[src/rtl/lib_voq_rr_scheduler.sv]
`default_nettype none
// ============================================================================
// lib_voq_rr_scheduler
//   Round-robin pop scheduler over M VOQ channels feeding a 2-entry output FIFO.
//   Revision: 1.0
// ============================================================================
module lib_voq_rr_scheduler #(
  parameter int M      = 5,
  parameter int DATA_W = 8
) (
  input  logic              clk,
  input  logic              reset,
  input  logic [DATA_W-1:0] i_data,
  input  logic [0:M-1]      i_data_val,
  output logic [0:M-1]      o_en,
  output logic [DATA_W-1:0] o_data,
  output logic              o_data_val,
  input  logic              i_en
);

  localparam int RR_W = $clog2(M);

  logic [DATA_W-1:0] r_mem [0:1];
  logic              r_wr_ptr;
  logic              r_rd_ptr;
  logic [1:0]        r_count;
  logic [RR_W-1:0]   r_rr;

  logic              w_can_grant;
  logic              w_found;
  logic [RR_W-1:0]   w_gidx;
  logic              w_pop;

  function automatic logic [RR_W-1:0] wrap_idx(input logic [RR_W-1:0] base, input int k);
    int s;
    s = int'(base) + k;
    if (s >= M) s = s - M;
    return RR_W'(s);
  endfunction

  // Reset gates the grant so o_en drops the moment reset asserts.
  assign w_can_grant = (r_count != 2'd2) && !reset;
  assign w_pop       = (r_count != 2'd0) && i_en;
  assign o_data_val  = (r_count != 2'd0);
  assign o_data      = r_mem[r_rd_ptr];

  always_comb begin
    w_found = 1'b0;
    w_gidx  = '0;
    if (w_can_grant) begin
      for (int k = 0; k < M; k++) begin
        if (!w_found && i_data_val[wrap_idx(r_rr, k)]) begin
          w_found = 1'b1;
          w_gidx  = wrap_idx(r_rr, k);
        end
      end
    end
  end

  always_comb begin
    o_en = '0;
    if (w_found) o_en[w_gidx] = 1'b1;
  end

  always_ff @(posedge clk or posedge reset) begin
    if (reset) begin
      r_mem[0] <= '0;
      r_mem[1] <= '0;
      r_wr_ptr <= 1'b0;
      r_rd_ptr <= 1'b0;
      r_count  <= 2'd0;
      r_rr     <= '0;
    end else begin
      if (w_found) begin
        r_mem[r_wr_ptr] <= i_data;
        r_wr_ptr        <= ~r_wr_ptr;
        r_rr            <= (w_gidx == RR_W'(M - 1)) ? '0 : w_gidx + 1'b1;
      end
      if (w_pop) r_rd_ptr <= ~r_rd_ptr;
      case ({w_found, w_pop})
        2'b10:   r_count <= r_count + 2'd1;
        2'b01:   r_count <= r_count - 2'd1;
        default: r_count <= r_count;
      endcase
    end
  end

endmodule
`default_nettype wire

[config.mk]
export PLATFORM = sky130hd
export DESIGN_NAME = lib_voq_rr_scheduler
export DESIGN_NICKNAME = d
export VERILOG_FILES = /design/src/rtl/lib_voq_rr_scheduler.sv
export SDC_FILE = /design/constraint.sdc
export NUM_CORES = 1
export LEC_CHECK = 0
export CAP_MARGIN = 20
export CORE_UTILIZATION = 63
export CTS_BUF_LIST = sky130_fd_sc_hd__clkbuf_8
export CTS_CLUSTER_SIZE = 24
export DETAILED_ROUTE_END_ITERATION = 6
export PLACE_DENSITY = 0.89
export SLEW_MARGIN = 20
export SYNTH_ARGS = -nofsm -noshare
export SYNTH_HDL_FRONTEND = slang
export SYNTH_SLANG_ARGS = --single-unit
[constraint.sdc]
create_clock -name clk -period 10.1 [get_ports clk]
set_input_delay 2.02 -clock clk [delete_from_list [all_inputs] [get_ports clk]]
set_output_delay 2.02 -clock clk [all_outputs]
set_load 0.02 [all_outputs]
==> results of run 1 <==
## cell usage after synthesis, drive strengths merged, types with 3 or more instances
| cell type | count | area (µm²) |
|---|---|---|
| dfrtp | 23 | 575.6 |
| xnor2 | 4 | 35.03 |
| o21ai | 7 | 38.79 |
| a2111oi | 4 | 60.06 |
| nor2b | 8 | 50.05 |
| a21oi | 10 | 61.31 |
| inv | 15 | 56.31 |
| nor4 | 5 | 31.28 |
| or2 | 4 | 25.02 |
| mux2i | 7 | 70.07 |
| nand2b | 5 | 31.28 |
| and2 | 4 | 27.53 |
| xor2 | 4 | 35.03 |
| nand2 | 19 | 71.32 |
| buf | 12 | 92.58 |
| a211oi | 7 | 57.55 |
| o31ai | 3 | 22.52 |
| o211ai | 5 | 42.54 |
| mux2 | 26 | 352.8 |
| nand3b | 3 | 22.52 |
| o22ai | 3 | 18.77 |
| a31oi | 3 | 33.78 |
| nor3 | 8 | 45.04 |
| nor2 | 15 | 58.81 |
| clkbuf | 7 | 26.28 |
| nand3 | 4 | 20.02 |
| ha | 11 | 137.6 |
## sequential cells by signal (all words and copies together), names as in the netlist
| register | count |
|---|---|
| r_count | 2 |
| r_mem | 16 |
| r_rd_ptr | 1 |
| r_rr | 3 |
| r_wr_ptr | 1 |
## through the flow
step	cell area [µm²]	hold WS, ns	utilization (%)
finish	2773	0.5112	74.61
global route	2773	0.5146	74.61
CTS	2773	0.5049	74.61
detailed placement	2726	0.4905	73.37
global placement	2726	0.4771	73.37
floorplan	2487	0.4635	-
## layer usage
layer | vias up | global-route usage (%) | part of all wire, %
li1 | 1014 | - | -
met1 | 1055 | 42.64 | 45
met2 | 104 | 46.35 | 46
met3 | 14 | 5.106 | 7.8
met4 | 0 | 8.056 | 1.5
met5 | - | 0 | 0
## kinds of logic after synthesis
kind of cell | after synthesis
flops | 23
fa+ha+maj | 12
compound gates | 66
mux | 35
simple gates | 88
buf+inv | 34
xor+xnor | 8
## worst max-delay path: stages
cell and delay [ns]:
clkdlybuf4s50_1 0.60, mux4_2 0.59, nand2_1 0.12, o211a_1 0.24, o211ai_2 0.19, or2_2 0.33, nor3_1 0.32, or3_4 0.21
and4_1 0.20, clkdlybuf4s50_1 0.60
## final cells by class
| type | count | area (µm²) |
|---|---|---|
| tap | 48 | 60.06 |
| clock buffer | 3 | 41.29 |
| sequential | 23 | 575.6 |
| inverter | 15 | 56.30 |
| multi-input combinational | 209 | 1737 |
| timing repair buffer | 30 | 297.8 |
| clock inverter | 1 | 5.005 |
| fill | 272 | 943.4 |
## path summary, 6_finish.rpt
| check | startpoint | endpoint | slack [ns] |
|---|---|---|---|
| worst max-delay path | i_data_val[3] | o_en[0] | 2.66 |
| worst min register to register | r_mem[4]$_DFFE_PP0P_ | r_mem[4]$_DFFE_PP0P_ | 0.51 |
| worst min-delay path | r_mem[4]$_DFFE_PP0P_ | r_mem[4]$_DFFE_PP0P_ | 0.51 |
| min in group asynchronous | reset | r_count[0]$_DFFE_PP0P_ | 2.32 |
| max in group asynchronous | reset | r_mem[0]$_DFFE_PP0P_ | 7.24 |
| worst max register to register | r_rr[1]$_DFFE_PP0P_ | r_rr[2]$_DFFE_PP0P_ | 5.49 |
==> flow_metrics.tcl, run 1 <==
set metrics [dict create \
    reg2regPathDepth 16 \
    num_rows 22 \
    synthXorXnorAreaFrac_pct 2.817 \
    ios 30 \
    drt-initial-drc-count 253 \
    clock_skew_ns 0.002933 \
    hold_depth 1 \
    dieArea_um2 4204 \
    synth_top_family_by_area "compound AO/OA/AOI/OAI gates" \
    min_path_type "flip-flop to flip-flop" \
    io_buffers 29 \
    fp.dieH_um 64.84 \
    final_cell_mix "29 x clkdlybuf4s50_1, 23 x dfrtp_1, 19 x nand2_1" \
    required_ns 8.08 \
    final_common_cell "clkdlybuf4s50_1" \
    drc_errors 0 \
    slew_violations 0 \
    yosys.area_share.adder_pct 6.338 \
    grt_pass1_wl_mm 9.687 \
    drive_above_1_share_pct 19.57 \
    clk_latency_ns 0.27 \
    grt_max_degree 35 \
    first_pass_iters 7 \
    cts_tree "built" \
    wl_per_cell_um 18.17 \
    totalWireLength_mm 5.977 \
    place_hpwl_mm 4.312 \
    antenna_left 0 \
    routed_via_density 6.647 \
    vias 2187 \
    fp.coreArea_um2 3716 \
    fin_setup_tns_ns 0 \
    ys_types 71 \
    die_x_um 64.84 \
    htreeDepth 1 \
    drv_cap 0 \
    cts_made_buffers 3 \
    synth.net_count 294 \
    synthMuxAreaShare_pct 18.81 \
    max_slew_margin_pct 31.76 \
    finalCritPeriodShare_pct 73.71 \
    cp_max_fo 11 \
    status "complete, no violations" \
    syn_inst 266 \
    cts_resized 0 \
    ys_ff_latch 23 \
    max_freq_mhz 134.3 \
    grt_pass1_vias 1976 \
    grt_usage_pct 29.91 \
    crit_arrival_ns 5.42 \
    synth.yosys.seq_area_share_pct 23.14 \
    worst-setup-path-type "primary input to primary output" \
    ctsHoldBuffers 0 \
    start_util_pct 66.94 \
    async_flop_share_pct 100.0 \
    critPathLaunchType "primary input" \
    tightestPinTransition_ns 1.021 \
    setup-violations-final 0 \
    synth_simple_gate_area_share_pct 19.62 \
    grt-ovfl-total 0 \
    fin_ws_ns 2.655 \
    fin_nets 310 \
    finalNonFillerCells 329 \
    yosys_warnings 0 \
    syn_area_per_cell_um2 9.351 \
    antenna_found_initial 0 \
    synth_compound_area_share_pct 22.23 \
    clkTransAtPathRegs_ns 0.08 \
    min_period_ns 7.445 \
    place_congestion 0.9270 \
    grt_setup_unrepaired "false" \
    synth-edff-count 0 \
    hold_viol 0 \
    syn2layout_area_growth_pct 11.47 \
    crit_path_end_kind "primary output" \
    post-place-cells 325 \
    dp_slack_ns 2.714 \
    synth_area_um2 2487 \
    antenna_cells 0 \
    synth_flop_cell "dfrtp_1" \
    clock-sinks 23 \
    cts_root_buf "clkbuf_8" \
    clk_path_buf_depth 2 \
    postCtsSetupRepairBufs 0 \
]
Power of run 1 is left out: the tool's default activity adds up to more than one toggle a clock period on the data nets, which glitch-free logic cannot reach.
==> run 2: changes to the inputs <==
- CORE_UTILIZATION: 63 -> 53
- PLACE_DENSITY: 0.89 -> 0.79
- clock period: 10.1 -> 6.6 ns (I/O delays scaled with it)
==> flow_metrics.tcl, run 2 (same netlist as run 1, synthesis figures left out) <==
set metrics [dict create \
    num_rows 24 \
    largest_register_ffs 16 \
    rrSetupSlack_ns 2.42 \
    finalCritPeriodShare_pct 91.52 \
    clock_skew_ns 0.01076 \
    cts_root_buf "clkbuf_8" \
    cp_max_fo 11 \
    slew_violations 0 \
    tightestPinTransition_ns 1.034 \
    grt_pass1_vias 2015 \
    drt-initial-drc-count 188 \
    r2r_start "r_rr[1]$_DFFE_PP0P_" \
    clk_latency_ns 0.27 \
    whs_ns 0.5089 \
    regToRegEndpoint "r_mem[8]$_DFFE_PP0P_" \
    fin_setup_tns_ns 0 \
    grt_setup_unrepaired "false" \
    min_period_ns 6.041 \
    cts_tree "built" \
    multiInputGateArea_um2 1737 \
    clock-sinks 23 \
    drv_cap 0 \
    die_x_um 70.51 \
    hold_depth 1 \
    cts_resized 0 \
    syn2layout_area_growth_pct 12.27 \
    finalNonFillerCells 335 \
    max_slew_margin_pct 30.94 \
    post-place-cells 331 \
    fillers 379 \
    cts_made_buffers 3 \
    setup-violations-final 0 \
    htreeDepth 1 \
    final_common_cell "clkdlybuf4s50_1" \
    start_util_pct 55.97 \
    clk_path_buf_depth 2 \
    vias 2156 \
    antenna_left 0 \
    fp.coreArea_um2 4444 \
    fp.dieH_um 70.51 \
    largest_register "r_mem" \
    grt-ovfl-total 0 \
    max_freq_mhz 165.5 \
    grt_max_degree 34 \
    grt_pass1_wl_mm 10.05 \
    dieArea_um2 4971 \
    crit_arrival_ns 4.72 \
    critPathLaunchType "primary input" \
    drive_above_1_share_pct 20.14 \
    fin_nets 312 \
    antenna_found_initial 0 \
    min_to "r_mem[0]$_DFFE_PP0P_" \
    antenna_cells 0 \
    io_buffers 29 \
    first_pass_iters 6 \
    wl_per_cell_um 17.70 \
    final_cell_mix "29 x clkdlybuf4s50_1, 23 x dfrtp_1, 19 x nand2_1" \
    postCtsSetupRepairBufs 0 \
    top_regs "r_mem (16), r_rr (3), r_count (2)" \
    reg2regPathDepth 11 \
    place_congestion 0.9088 \
    ctsHoldBuffers 0 \
    status "finished, violations left" \
    violations "DRC" \
    grt_usage_pct 25.34 \
    totalWireLength_mm 5.929 \
    worst-setup-path-type "primary input to primary output" \
    clkTransAtPathRegs_ns 0.07 \
    drc_errors 4 \
    crit_path_end_kind "primary output" \
    hold_viol 0 \
    hp-start "r_mem[0]$_DFFE_PP0P_" \
    place_hpwl_mm 4.358 \
    regArea_um2 575.6 \
    min_path_type "flip-flop to flip-flop" \
    routed_via_density 6.436 \
    ios 30 \
    required_ns 5.28 \
]
## run 2: cell count changes in the layout (fill, tap and decap cells not counted)
cell   previous run  this run
buf_4             1         3
## run 2: cell type report
cell class | count | share of cell area (%)
Tap cell | 52 | 2.330
Multi-Input combinational cell | 209 | 62.19
Clock buffer | 3 | 1.478
Timing Repair Buffer | 32 | 11.20
Inverter | 15 | 2.016
Sequential cell | 23 | 20.61
Clock inverter | 1 | 0.1792
## run 2: per-stage QoR
stage | cell area, µm² | util (%) | setup slack [ns]
after floorplan | 2487 | - | 1.783
after global placement | 2746 | 61.80 | 0.6544
after detailed placement | 2746 | 61.80 | 0.6078
after CTS | 2793 | 62.84 | 0.5975
after global routing | 2793 | 62.84 | 0.4008
final | 2793 | 62.84 | 0.5594
## run 2: per-layer routing
metal  routed length (µm)  GRT usage [%]  up-vias
met4                  123          7.256        0
met2                 2650          39.59      111
met3                  486          3.608       16
met5                    0              0        -
met1                 2669          36.55     1007
li1                     -              -     1022
## run 2: how the worst max path moves through the flow
stage / start / endpoint / slack (ns)
5_1_grt: i_data_val[3] / o_en[0] / 0.40
4_1_cts: i_data_val[2] / o_en[1] / 0.60
3_3_place_gp: i_data_val[2] / o_en[0] / 0.65
6_report: i_data_val[2] / o_en[0] / 0.56
2_1_floorplan: i_data_val[1] / o_en[1] / 1.78
3_5_place_dp: i_data_val[2] / o_en[0] / 0.61
## run 2: critical path: stages
cell,delay (ns)
clkdlybuf4s50_1,0.72
or4b_1,0.48
a32oi_1,0.25
a21bo_2,0.28
o21ai_2,0.09
and3b_1,0.23
a2111oi_4,0.37
or3_4,0.20
and4_1,0.19
clkdlybuf4s50_1,0.60
Power of run 2 is left out for the same reason.
==> run 3: changes to the inputs <==
- ABC_CLOCK_PERIOD_IN_PS: unset -> 6600
==> results of run 3 <==
Final layout, timing and power as in run 2 (identical DEF).
Power of run 3 is left out for the same reason.
==> RTL edit: new RTL, config.mk and constraints of run 3 <==
Register the inputs `i_data`, `i_data_val` and `i_en` before use, without a reset. The logic sees them one clock later.
--- a/src/rtl/lib_voq_rr_scheduler.sv
+++ b/src/rtl/lib_voq_rr_scheduler.sv
@@ -20,6 +20,16 @@
 
   localparam int RR_W = $clog2(M);
 
+  logic [DATA_W-1:0] i_data_q;
+  logic [0:M-1] i_data_val_q;
+  logic i_en_q;
+
+  always_ff @(posedge clk) begin
+    i_data_q     <= i_data;
+    i_data_val_q <= i_data_val;
+    i_en_q       <= i_en;
+  end
+
   logic [DATA_W-1:0] r_mem [0:1];
   logic              r_wr_ptr;
   logic              r_rd_ptr;
@@ -40,7 +50,7 @@
 
   // Reset gates the grant so o_en drops the moment reset asserts.
   assign w_can_grant = (r_count != 2'd2) && !reset;
-  assign w_pop       = (r_count != 2'd0) && i_en;
+  assign w_pop       = (r_count != 2'd0) && i_en_q;
   assign o_data_val  = (r_count != 2'd0);
   assign o_data      = r_mem[r_rd_ptr];
 
@@ -49,7 +59,7 @@
     w_gidx  = '0;
     if (w_can_grant) begin
       for (int k = 0; k < M; k++) begin
-        if (!w_found && i_data_val[wrap_idx(r_rr, k)]) begin
+        if (!w_found && i_data_val_q[wrap_idx(r_rr, k)]) begin
           w_found = 1'b1;
           w_gidx  = wrap_idx(r_rr, k);
         end
@@ -72,7 +82,7 @@
       r_rr     <= '0;
     end else begin
       if (w_found) begin
-        r_mem[r_wr_ptr] <= i_data;
+        r_mem[r_wr_ptr] <= i_data_q;
         r_wr_ptr        <= ~r_wr_ptr;
         r_rr            <= (w_gidx == RR_W'(M - 1)) ? '0 : w_gidx + 1'b1;
       end
Check against the original RTL: not equivalent (Yosys sat finds a counterexample within 4 cycles, from zero or initial values and one cycle with reset high).
==> RTL edit against run 3 <==
  * Register-to-register slack gained 20 ps
  * Design area grew 7.5%
  * Sequential share of layout area grew 7.9 points
  * Final cell count shrank 3.6%
  * Setup slack gained 260 ps
  * Highest routed layer unchanged
  * Routed wire length shrank 4.4%
  * Synthesized area grew 2.7%
  * Sequential cell count grew 14
  * Die area grew 2.6%
  * Synthesized cell count shrank 10%
Power is left out: the tool's default activity adds up to more than one toggle a clock period on the data nets, which glitch-free logic cannot reach.
==> RTL edit: results <==
[place]
place_congestion = 0.918
port_buffers = 29
dp_slack_ps = 1140
hpwl_um = 4130

[timing]
finalWorstSetupSlack_ps = 819
finClkSkew_ps = 6.23
slew_headroom_pct = 48.6

[layout]
seqCellArea_um2 = 856
nFillCells = 359
multi_input_area_share_pct = 53.5
n_all_buffers = 31
clockNetworkAreaShare_pct = 3.88
clock_buffers = 6
drive_gt1_share_pct = 22.1
multi_input_cells = 182
n_antenna_cell = 0
nonClkBufAreaFrac_pct = 10.2
nets = 298
nNonClkInverters = 13
reg_top3 = r_mem (16), i_data_q (8), i_data_val_q (5)

[synth]
async_flop_share_pct = 62.2
synthXorXnorAreaFrac_pct = 4.41
synth.distinct_cells = 75
seq_area_frac_synth_pct = 33.5
synth-compound-area-share_pct = 20.0
synth_area_leaders = dfrtp_1, dfxtp_1, mux2_2
synthMuxAreaShare_pct = 15.9
yosys.area_share.adder_pct = 6.17
synth_fp_nets = 267
ys_warn_count = 0
ys_top_cells_by_count = dfrtp_1, mux2_2, dfxtp_1

[worst_hold_path]
min_from = i_data_q[2]
hold_end = r_mem[10]
worstHoldPathCells = 1

[worst_setup_path]
crit_end = o_en[0]
critPathTopFamily = simple AND/OR/NAND/NOR gates
r2r_end = r_rr[2]
start_kind = flip-flop
ff2ff_setup_slack_ps = 2440
worst-r2r-cell-count = 15
worst-path-max-fanout = 13
r2r_start = r_rr[2]
slowest_delay_ps = 650
worstPathArrival_ps = 4460

[routing]
routed_wl_um = 5670
first_pass_iters = 5
drtIter0Drc = 249
avgViaCountPerCell = 6.14

[clocking]
post_cts_buffers = 0
cts.sinks = 37
clock_latency_ps = 290
cts.reportedPaths.clkPinSlew_ps = 70
h-tree-depth = 2
cts_buffers = 5
cts_buffer_depth = 2

[global_routing]
grt_pass1_wl_um = 9140
grt_max_degree = 26
grt_pass1_vias = 1904
grt_usage_pct = 23.4

[run_status]
status = completed
## RTL edit: cell count changes in the layout (fill, tap and decap cells not counted), moves of 4 or more
cell / before / now
a21oi_1: 9 / 5
dfxtp_1: 0 / 14
mux2_2: 10 / 16
mux2_4: 16 / 8
nand2_1: 19 / 11
nor2b_1: 8 / 4
nor3_1: 7 / 2
nor4_1: 5 / 1
o211ai_1: 4 / 0
xnor2_1: 4 / 10
## RTL edit: stage by stage
stage / instances / instance area, µm² / hold slack, ps
floorplan: 239 / 2550 / 461
global placement: 315 / 2890 / 469
detailed placement: 315 / 2890 / 480
CTS: 323 / 3000 / 493
global route: 323 / 3000 / 508
finish: 323 / 3000 / 486
## RTL edit: per-layer routing
metal / track usage [%] / share of wire (%)
met4: 10.7 / 2.3
met1: 31.0 / 44
met2: 38.3 / 49
met5: 0 / 0
met3: 3.23 / 5.4
